## src/rtl/byte_unstuffer_if.sv

```systemverilog
// Stream handshake bundle for byte_unstuffer: upstream words in, unstuffed words out, status.
// The rstm/rstm_valid pair exists only when BYTE_UNSTUFFER_RST_PASS_EN is defined.
interface byte_unstuffer_if;
  logic        ena_in;
  logic        rdy_out;
  logic [15:0] in;
  logic [1:0]  in_valid;
  logic        flush;
  logic        ena_out;
  logic        rdy_in;
  logic [15:0] out;
  logic [1:0]  out_valid;
  logic [7:0]  marker;
  logic        marker_valid;
  logic        done;
  logic        err;
`ifdef BYTE_UNSTUFFER_RST_PASS_EN
  logic [2:0]  rstm;
  logic        rstm_valid;

  modport master (
    output ena_in, in, in_valid, flush, rdy_in,
    input  rdy_out, ena_out, out, out_valid, marker, marker_valid, done, err,
    input  rstm, rstm_valid
  );
  modport slave (
    input  ena_in, in, in_valid, flush, rdy_in,
    output rdy_out, ena_out, out, out_valid, marker, marker_valid, done, err,
    output rstm, rstm_valid
  );
`else
  modport master (
    output ena_in, in, in_valid, flush, rdy_in,
    input  rdy_out, ena_out, out, out_valid, marker, marker_valid, done, err
  );
  modport slave (
    input  ena_in, in, in_valid, flush, rdy_in,
    output rdy_out, ena_out, out, out_valid, marker, marker_valid, done, err
  );
`endif
endinterface

```

## src/rtl/byte_unstuffer.sv

```systemverilog
// JPEG entropy-stream unstuffer: drops the 0x00 after each 0xFF, stops on a marker, repacks to 16 bits.
// Define BYTE_UNSTUFFER_RST_PASS_EN to let RST0..RST7 markers pass through without ending the stream.
module byte_unstuffer (
  input  logic             clk,
  input  logic             rst,
  byte_unstuffer_if.slave  bus
);

  typedef enum logic [1:0] {RUN, DRAIN, DONE} state_t;

  state_t      state, state_nx;
  logic [7:0]  hold;
  logic        hold_v;
  logic        ff_pend;
  logic        tail_sent;

  logic        ena_out_q;
  logic [15:0] out_q;
  logic [1:0]  out_valid_q;
  logic [7:0]  marker_q;
  logic        marker_valid_q;
  logic        done_q;
  logic        err_q;
`ifdef BYTE_UNSTUFFER_RST_PASS_EN
  logic [2:0]  rstm_q;
  logic        rstm_valid_q;
  logic [2:0]  rst_code;
`endif

  logic        rdy_out;
  logic        out_free;
  logic        accept;

  logic [7:0]  e0, e1;
  logic [1:0]  n_emit;
  logic        ff_nx;
  logic        mark_hit;
  logic [7:0]  mark_code;
  logic        rst_hit;
  logic [1:0]  avail;
  logic [7:0]  p0, p1, p2;

  // Per-byte scan of the incoming word, upper byte first.
  always_comb begin
    logic [7:0] b;
    logic       vld;
    // NOTE: blocking assignments here build a sequential chain of byte decisions within one cycle;
    // every variable gets a default first so no latch is inferred.
    e0        = 8'h00;
    e1        = 8'h00;
    n_emit    = 2'd0;
    ff_nx     = ff_pend;
    mark_hit  = 1'b0;
    mark_code = 8'h00;
    rst_hit   = 1'b0;
`ifdef BYTE_UNSTUFFER_RST_PASS_EN
    rst_code  = 3'd0;
`endif
    for (int i = 0; i < 2; i++) begin
      b   = (i == 0) ? bus.in[15:8] : bus.in[7:0];
      vld = (i == 0) ? bus.in_valid[1] : bus.in_valid[0];
      if (vld && !mark_hit) begin
        if (ff_nx) begin
          if (b == 8'h00) begin
            if (n_emit == 2'd0) e0 = 8'hFF; else e1 = 8'hFF;
            n_emit = n_emit + 2'd1;
            ff_nx  = 1'b0;
          end else if (b != 8'hFF) begin
            ff_nx = 1'b0;
`ifdef BYTE_UNSTUFFER_RST_PASS_EN
            if (b[7:3] == 5'b11010) begin
              rst_hit  = 1'b1;
              rst_code = b[2:0];
            end else begin
              mark_hit  = 1'b1;
              mark_code = b;
            end
`else
            mark_hit  = 1'b1;
            mark_code = b;
`endif
          end
        end else if (b == 8'hFF) begin
          ff_nx = 1'b1;
        end else begin
          if (n_emit == 2'd0) e0 = b; else e1 = b;
          n_emit = n_emit + 2'd1;
        end
      end
    end
  end

  // Ordered pool of bytes available for packing: held byte first, then this word's output.
  assign avail = {1'b0, hold_v} + n_emit;
  assign p0    = hold_v ? hold : e0;
  assign p1    = hold_v ? e0   : e1;
  assign p2    = e1;

  always_ff @(posedge clk or posedge rst) begin
    if (rst) state <= RUN;
    else     state <= state_nx;
  end

  always_comb begin
    state_nx = state;
    case (state)
      RUN:     if ((accept && mark_hit) || (!accept && bus.flush)) state_nx = DRAIN;
      // With a tail word loaded, finish only once downstream has taken it.
      DRAIN:   if (tail_sent ? (ena_out_q && bus.rdy_in) : !hold_v) state_nx = DONE;
      DONE:    state_nx = DONE;
      default: state_nx = RUN;
    endcase
  end

  always_comb begin
    out_free = !ena_out_q || bus.rdy_in;
    rdy_out  = (state == RUN) && out_free;
    accept   = bus.ena_in && rdy_out;
  end

  always_ff @(posedge clk or posedge rst) begin
    if (rst) begin
      hold           <= 8'h00;
      hold_v         <= 1'b0;
      ff_pend        <= 1'b0;
      tail_sent      <= 1'b0;
      ena_out_q      <= 1'b0;
      out_q          <= 16'h0000;
      out_valid_q    <= 2'b00;
      marker_q       <= 8'h00;
      marker_valid_q <= 1'b0;
      done_q         <= 1'b0;
      err_q          <= 1'b0;
`ifdef BYTE_UNSTUFFER_RST_PASS_EN
      rstm_q         <= 3'd0;
      rstm_valid_q   <= 1'b0;
`endif
    end else begin
      if (ena_out_q && bus.rdy_in) ena_out_q <= 1'b0;
`ifdef BYTE_UNSTUFFER_RST_PASS_EN
      rstm_valid_q <= 1'b0;
`endif
      case (state)
        RUN: begin
          if (accept) begin
            ff_pend <= ff_nx;
            if (mark_hit) begin
              marker_q       <= mark_code;
              marker_valid_q <= 1'b1;
            end
            if (rst_hit) begin
              // Restart interval: close out the partial word, then continue with what follows.
              if (hold_v) begin
                out_q       <= {hold, 8'h00};
                out_valid_q <= 2'b10;
                ena_out_q   <= 1'b1;
              end
              hold   <= e0;
              hold_v <= (n_emit != 2'd0);
`ifdef BYTE_UNSTUFFER_RST_PASS_EN
              rstm_q       <= rst_code;
              rstm_valid_q <= 1'b1;
`endif
            end else if (avail >= 2'd2) begin
              out_q       <= {p0, p1};
              out_valid_q <= 2'b11;
              ena_out_q   <= 1'b1;
              hold        <= p2;
              hold_v      <= (avail == 2'd3);
            end else begin
              hold   <= p0;
              hold_v <= (avail == 2'd1);
            end
          end else if (bus.flush) begin
            if (ff_pend) err_q <= 1'b1;
            ff_pend <= 1'b0;
          end
        end
        DRAIN: begin
          if (!tail_sent && hold_v && out_free) begin
            out_q       <= {hold, 8'h00};
            out_valid_q <= 2'b10;
            ena_out_q   <= 1'b1;
            hold_v      <= 1'b0;
            tail_sent   <= 1'b1;
          end
          if (state_nx == DONE) done_q <= 1'b1;
        end
        default: ;
      endcase
    end
  end

  assign bus.rdy_out      = rdy_out;
  assign bus.ena_out      = ena_out_q;
  assign bus.out          = out_q;
  assign bus.out_valid    = out_valid_q;
  assign bus.marker       = marker_q;
  assign bus.marker_valid = marker_valid_q;
  assign bus.done         = done_q;
  assign bus.err          = err_q;
`ifdef BYTE_UNSTUFFER_RST_PASS_EN
  assign bus.rstm         = rstm_q;
  assign bus.rstm_valid   = rstm_valid_q;
`endif

endmodule

```

## src/flat_wrapper.sv

```systemverilog
// flat-port wrapper written by rule: the top's interface ports become plain ports
module byte_unstuffer_flat 
  (clk, rst, bus_ena_in, bus_in, bus_in_valid, bus_flush, bus_rdy_in, bus_rdy_out, bus_ena_out, bus_out, bus_out_valid, bus_marker, bus_marker_valid, bus_done, bus_err);
  byte_unstuffer_if bus_i ();
  input  logic clk;
  input  logic rst;
  input wire logic [$bits(bus_i.ena_in)-1:0] bus_ena_in;
  input wire logic [$bits(bus_i.in)-1:0] bus_in;
  input wire logic [$bits(bus_i.in_valid)-1:0] bus_in_valid;
  input wire logic [$bits(bus_i.flush)-1:0] bus_flush;
  input wire logic [$bits(bus_i.rdy_in)-1:0] bus_rdy_in;
  output wire logic [$bits(bus_i.rdy_out)-1:0] bus_rdy_out;
  output wire logic [$bits(bus_i.ena_out)-1:0] bus_ena_out;
  output wire logic [$bits(bus_i.out)-1:0] bus_out;
  output wire logic [$bits(bus_i.out_valid)-1:0] bus_out_valid;
  output wire logic [$bits(bus_i.marker)-1:0] bus_marker;
  output wire logic [$bits(bus_i.marker_valid)-1:0] bus_marker_valid;
  output wire logic [$bits(bus_i.done)-1:0] bus_done;
  output wire logic [$bits(bus_i.err)-1:0] bus_err;
  assign bus_i.ena_in = bus_ena_in;
  assign bus_i.in = bus_in;
  assign bus_i.in_valid = bus_in_valid;
  assign bus_i.flush = bus_flush;
  assign bus_i.rdy_in = bus_rdy_in;
  assign bus_rdy_out = bus_i.rdy_out;
  assign bus_ena_out = bus_i.ena_out;
  assign bus_out = bus_i.out;
  assign bus_out_valid = bus_i.out_valid;
  assign bus_marker = bus_i.marker;
  assign bus_marker_valid = bus_i.marker_valid;
  assign bus_done = bus_i.done;
  assign bus_err = bus_i.err;
  byte_unstuffer u_core (.clk(clk), .rst(rst), .bus(bus_i));
endmodule
```

## config.mk

```make
export PLATFORM = sky130hd
export DESIGN_NAME = byte_unstuffer_flat
export DESIGN_NICKNAME = d
export VERILOG_FILES = /design/src/rtl/byte_unstuffer_if.sv /design/src/rtl/byte_unstuffer.sv /design/src/flat_wrapper.sv
export SDC_FILE = /design/constraint.sdc
export NUM_CORES = 1
export LEC_CHECK = 0
export CORE_MARGIN = 8
export CORE_UTILIZATION = 40
export DETAILED_ROUTE_END_ITERATION = 8
export GPL_ROUTABILITY_DRIVEN = 0
export HOLD_SLACK_MARGIN = 0.12
export SLEW_MARGIN = 25
export SYNTH_ARGS = -nofsm -noshare
export SYNTH_HDL_FRONTEND = slang
export SYNTH_SLANG_ARGS = --single-unit
```

## constraint.sdc

```tcl
create_clock -name clk -period 3.5 [get_ports clk]
set_input_delay 0.525 -clock clk [delete_from_list [all_inputs] [get_ports clk]]
set_output_delay 0.525 -clock clk [all_outputs]
set_load 0.005 [all_outputs]
```

==> After elaboration in Yosys (flattened, before gate mapping) <==
Index checks and enable logic that the tools add are counted.
{ "classes": {"eq_ne": 12, "div_mod_pow": 0, "n_shift": 0, "n_mul": 0, "bitwise": 1, "muxes": 76, "order_cmp": 1, "addsub": 2, "n_reduce_logical": 29} }
{ "ops": {"columns": ["cell", "count"], "rows": [
  ["$mux 8", 27],
  ["$mux 16", 3],
  ["$pmux 16 s2", 1],
  ["$mux 1", 30],
  ["$mux 2", 11],
  ["$eq 8x8->1 const B", 2],
  ["$logic_not 8->1", 2],
  ["$ne 8x8->1 const B", 2],
  ["$logic_and 1x1->1", 8],
  ["$reduce_and 2->1", 4],
  ["$reduce_and 4->1", 2],
  ["$eq 2x2->1 const B", 3],
  ["$pmux 2 s3", 1],
  ["$reduce_and 3->1", 2],
  ["$logic_not 1->1", 5],
  ["$eq 2x1->1 const B", 2],
  ["$logic_not 2->1", 2],
  ["$ne 2x1->1 const B", 2],
  ["$pmux 1 s2", 2],
  ["$pmux 2 s2", 1],
  ["$reduce_bool 2->1", 2],
  ["$add 1x2->2", 1],
  ["$add 2x1->2 const B", 1],
  ["$ge 2x2->1 const B", 1],
  ["other kinds (3)", 4]
]} }
{ "word_totals": {"memories": 0, "mem_bits_ro": 0, "latchBits": 0, "regBits": 43, "ram_bits": 0, "word_cells": 133} }

==> Longest topological paths before layout <==
{ "logic_depth": {"ltp_word": 15, "depth_mapped": 17, "ltp_nobuf": 14} }

==> Least setup slack after synthesis <==
No wires, ideal clock.
{ "synth_timing": {"path_kind": "input port to flip-flop", "from": "input bus_in[9]", "to": "register u_core.out_q[10] (netlist: u_core.bus.out[10])", "path_buffers": 2, "setup_time_ps": 125, "path_slack_ps": -194, "arrival_ps": 3569, "path_stages": 15, "cell_sequence": "nor4_1 > nand2_1 > a21o_1 > clkbuf_1 > clkbuf_1 > nor2_1 > ha_1 > mux2i_1 > nor2_1 > a21o_1 > ha_1 > and3_1 > a211o_1 > o21ai_4 > mux2_2"} }
{ "synth_via": {"elab_chain_len": 13, "elab_cells_between_ends": 42, "cone_classes": "add/sub (2); order compare (1); eq/ne (3); mux (31); reduce/logical (5)"} }
{ "synth_lines": {"columns": ["element", "line", "rtl"], "rows": [
  ["start, declared", "flat_wrapper.sv:8", "input wire logic [$bits(bus_i.in)-1:0] bus_in;"],
  ["branches (longest 13 deep; another with $add 2x1->2)", null, null],
  ["end signal, assigned", "byte_unstuffer.sv:154", "out_q <= {hold, 8'h00};"],
  ["end signal, assigned", "byte_unstuffer.sv:165", "out_q <= {p0, p1};"],
  ["end signal, assigned", "byte_unstuffer.sv:181", "out_q <= {hold, 8'h00};"],
  ["end, declared", "byte_unstuffer.sv:18", "logic [15:0] out_q;"]
]} }
Several ways; the timed one is not identified. The select of a mux whose other input is x is not followed.
A chain may end at the register's enable or synchronous reset.

==> Worst setup path in the final report <==
{ "layout_timing": {"from": "input bus_in[6]", "to": "register u_core.out_q[8] (netlist: u_core.bus.out[8])"} }
{ "layout_via": {"elab_chain_len": 8, "elab_cells_between_ends": 18, "cone_classes": "add/sub (1); order compare (1); eq/ne (2); mux (12); reduce/logical (2)"} }
{ "layout_lines": {"columns": ["element", "line", "rtl"], "rows": [
  ["$eq 8x8->1 or $logic_not 8->1 (tied branches)", "byte_unstuffer.sv:83, byte_unstuffer.sv:64", null],
  ["$mux 2, or another cell as far along", "byte_unstuffer.sv:83", "end else if (b == 8'hFF) begin"],
  ["$mux 2 or $mux 8 (tied branches)", "byte_unstuffer.sv:63", "if (ff_nx) begin"],
  ["$mux 2 or $mux 8 (tied branches)", "byte_unstuffer.sv:62", "if (vld && !mark_hit) begin"],
  ["$add 1x2->2 or $mux 8 (tied branches)", "byte_unstuffer.sv:94, byte_unstuffer.sv:95", null],
  ["$ge 2x2->1 or $mux 16 (tied branches)", "byte_unstuffer.sv:164", "end else if (avail >= 2'd2) begin"],
  ["$ne 2x2->1 (no source line) or $mux 16 (tied branches)", null, null],
  ["$reduce_and 4->1 (no source line) or $pmux 16 s2 (tied branches)", null, null]
]} }
Several ways; a longest one is shown, not always the timed one. The select of a mux whose other input is x is not followed.

==> out/qor.csv <==
metric,value,unit
status,"finished, final reports clean",
setup_viol,0,
finalMaxSlewViolations,0,
fmax,0.297,GHz
crit_required,3690,ps
crit_arrival,3560,ps
synth_edf_count,0,
synth_most_common_cell,dfrtp_1,
row_count,30,
synth.top_cell.area_share,39.8,%
syn_nets,316,
die_h,98.2,um
synthArstFlopShare,100,%
synth_top_area_cell,dfrtp_1,
irDropWorstVdd,281,uV
placed_area,3690,um2
clockRootBuffer,clkbuf_8,
start_util,40.4,%
worstMarginPinSlew,770,ps
fin_cells,468,
hold_path_class,flop to flop,
fin_crit_sh,96.4,%
grt_max_degree,23,
tritoncts,done,
die_x,98.2,um
hold_viol_final,0,
port_buffers,53,
detailedPlacementHpwl,6450,um
antenna_found_initial,0,
synth_flop_cell,dfrtp_1,
grt-ovfl-total,0,
synthCells,290,
synth_warnings,0,
dp.cells,460,
end_kind,flop,
finalInstanceArea,3850,um2
drive_gt1_share,25.0,%
synth_cell_types,52,
vias,2710,
drv_cap,0,
max_slew_margin,48.3,%
synth_seq_cells,43,
clock_insertion_delay_worst_skew,300,ps
clock_path_buffers,2,
tns,0,ps
syn2layout_area_growth,42.7,%
drc,0,
htree_levels,2,
grt_pass1_wl,14100,um
routed_wl,8390,um
clk_pin_slew,80,ps
crit_type,input pin to flop,
antenna_cells,0,
die-area,9640,um2
yosys-top-cells-count,"43 x dfrtp_1, 27 x nand2_1, 24 x nor2_1",
cts_sinks,43,
numCtsBuffers,5,
firstDrtPassIters,4,
cp_max_fo,6,
io_pins,54,
grtUsageTotal,17.8,%
nFillCells,601,
yosysSeqAreaShare,39.8,%
core-area,6680,um2
power.density,539,nW/um2
antenna_left,0,
critPathLaunchType,input pin,
routed_via_density,5.79,
grt_pass1_vias,2782,
whs,466,ps
post_drt_wl_per_cell,17.9,um
yosys-top-cells-area,"dfrtp_1 40%, o21ai_0 4.3%, mux2_2 4.2%",
syn_area_per_cell,9.31,um2
post-place-ws,-415,ps
worst_slack,127,ps
fin_crit,3370,ps
skew,8.96,ps
synth.cell_area,2700,um2
initialDrtViolationCount,152,
fin_nets,414,
p_leak,0.00168,uW
-- power breakdown --
part           switching (uW)  total [uW]  internal [uW]
combinational             387         914            528
clock                     174         383            209
sequential                115         780            665
total                     675        2080           1400
-- worst max-delay path, cell delays in order --
cell and delay (ps):
clkdlybuf4s50_1 580, nand4_1 150, nor2_1 190, clkinv_1 130, ha_1 300, mux2i_1 130
nor2_1 50, a21o_1 150, ha_2 200, and3_1 180, a211o_1 320, o21ai_4 180
buf_12 140, mux2_2 320
-- kinds of logic (layout without fill, tap and decap cells) --
group                      Yosys count  count (layout)  share of synthesized area (%)
AOI/OAI and AO/OA                  118             118                           33.7
adders and majority gates            3               3                           1.39
DFF                                 43              43                           39.8
and+or+nand+nor                     81              81                           14.5
xor gates and xnor gates             1               1                          0.324
buffers and inverters               31             129                           5.00
muxes                               13              13                           5.28
-- flip-flops by register name, summed over array words and instances, names as in the netlist --
signal,count
u_core.hold,8
u_core.tail_sent,1
u_core.state,2
u_core.hold_v,1
u_core.bus.out_valid,2
u_core.bus.err,1
u_core.bus.marker,8
u_core.bus.marker_valid,1
u_core.bus.ena_out,1
u_core.bus.out,16
u_core.ff_pend,1
u_core.bus.done,1
-- final timing paths --
check,start,end,slack [ps],cells past startpoint
worst min-delay path,u_core.bus.done,u_core.bus.done,470,1
max in group asynchronous,rst,u_core.bus.marker[5],2200,3
worst max-delay path,bus_in[6],u_core.bus.out[8],130,14
worst max register to register,u_core.ff_pend,u_core.bus.out[8],460,12
worst min register to register,u_core.bus.done,u_core.bus.done,470,1
min in group asynchronous,rst,u_core.hold[4],580,2
-- cell usage in the layout (no fill, tap or decap), drive strengths merged, types with 3 or more instances in the layout --
| cell type | count |
|---|---|
| clkbuf | 7 |
| o31ai | 11 |
| inv | 14 |
| o2bb2ai | 7 |
| nand4 | 5 |
| nand2b | 6 |
| clkdlybuf4s50 | 43 |
| o21ai | 25 |
| o211ai | 8 |
| a32o | 9 |
| mux2i | 3 |
| a2bb2oi | 8 |
| buf | 53 |
| dfrtp | 43 |
| o221a | 8 |
| mux2 | 10 |
| a21oi | 18 |
| ha | 3 |
| nor2 | 24 |
| nand2 | 27 |
| nor4 | 4 |
| dlymetal6s2s | 8 |
| nand3 | 3 |
| a22oi | 8 |
-- layout make-up --
| cell class | count | area (um2) | area share (%) |
|---|---|---|---|
| repair buffers | 106 | 971 | 25.2 |
| inverters | 16 | 60.1 | 1.56 |
| clock buffers | 6 | 72.6 | 1.88 |
| well taps | 80 | 100 | 2.60 |
| flip-flops and latches | 43 | 1080 | 27.9 |
| clock inverters | 1 | 30.0 | 0.779 |
| multi-input cells | 216 | 1550 | 40.1 |
-- per-layer routing --
metal / track usage [%] / vias to the layer above / part of all wire [%]
met3: 4.27 / 11 / 6.1
met1: 22.6 / 1318 / 44
met2: 28.7 / 80 / 48
met4: 6.38 / 0 / 1.8
li1: - / 1301 / -
met5: 0 / - / 0
-- what timing repair did --
| item | in CTS | in global routing |
|---|---|---|
| hold buffers | 0 | 0 |
| buffers inserted | 1 | 0 |
| setup endpoints to repair | 16 | 17 |
| pin swaps | 5 | 2 |
| resized for setup | 6 | 13 |
-- metrics by stage --
| stage | util (%) | power (uW) |
|---|---|---|
| 6_report | 57.7 | 2080 |
| 5_1_grt | 57.7 | 2220 |
| 4_1_cts | 57.2 | 2100 |
| 3_5_place_dp | 55.2 | 1710 |
| 3_3_place_gp | 55.2 | 1700 |
| 2_1_floorplan | - | 1280 |
No activity file was read; power rests on OpenSTA's default activity.
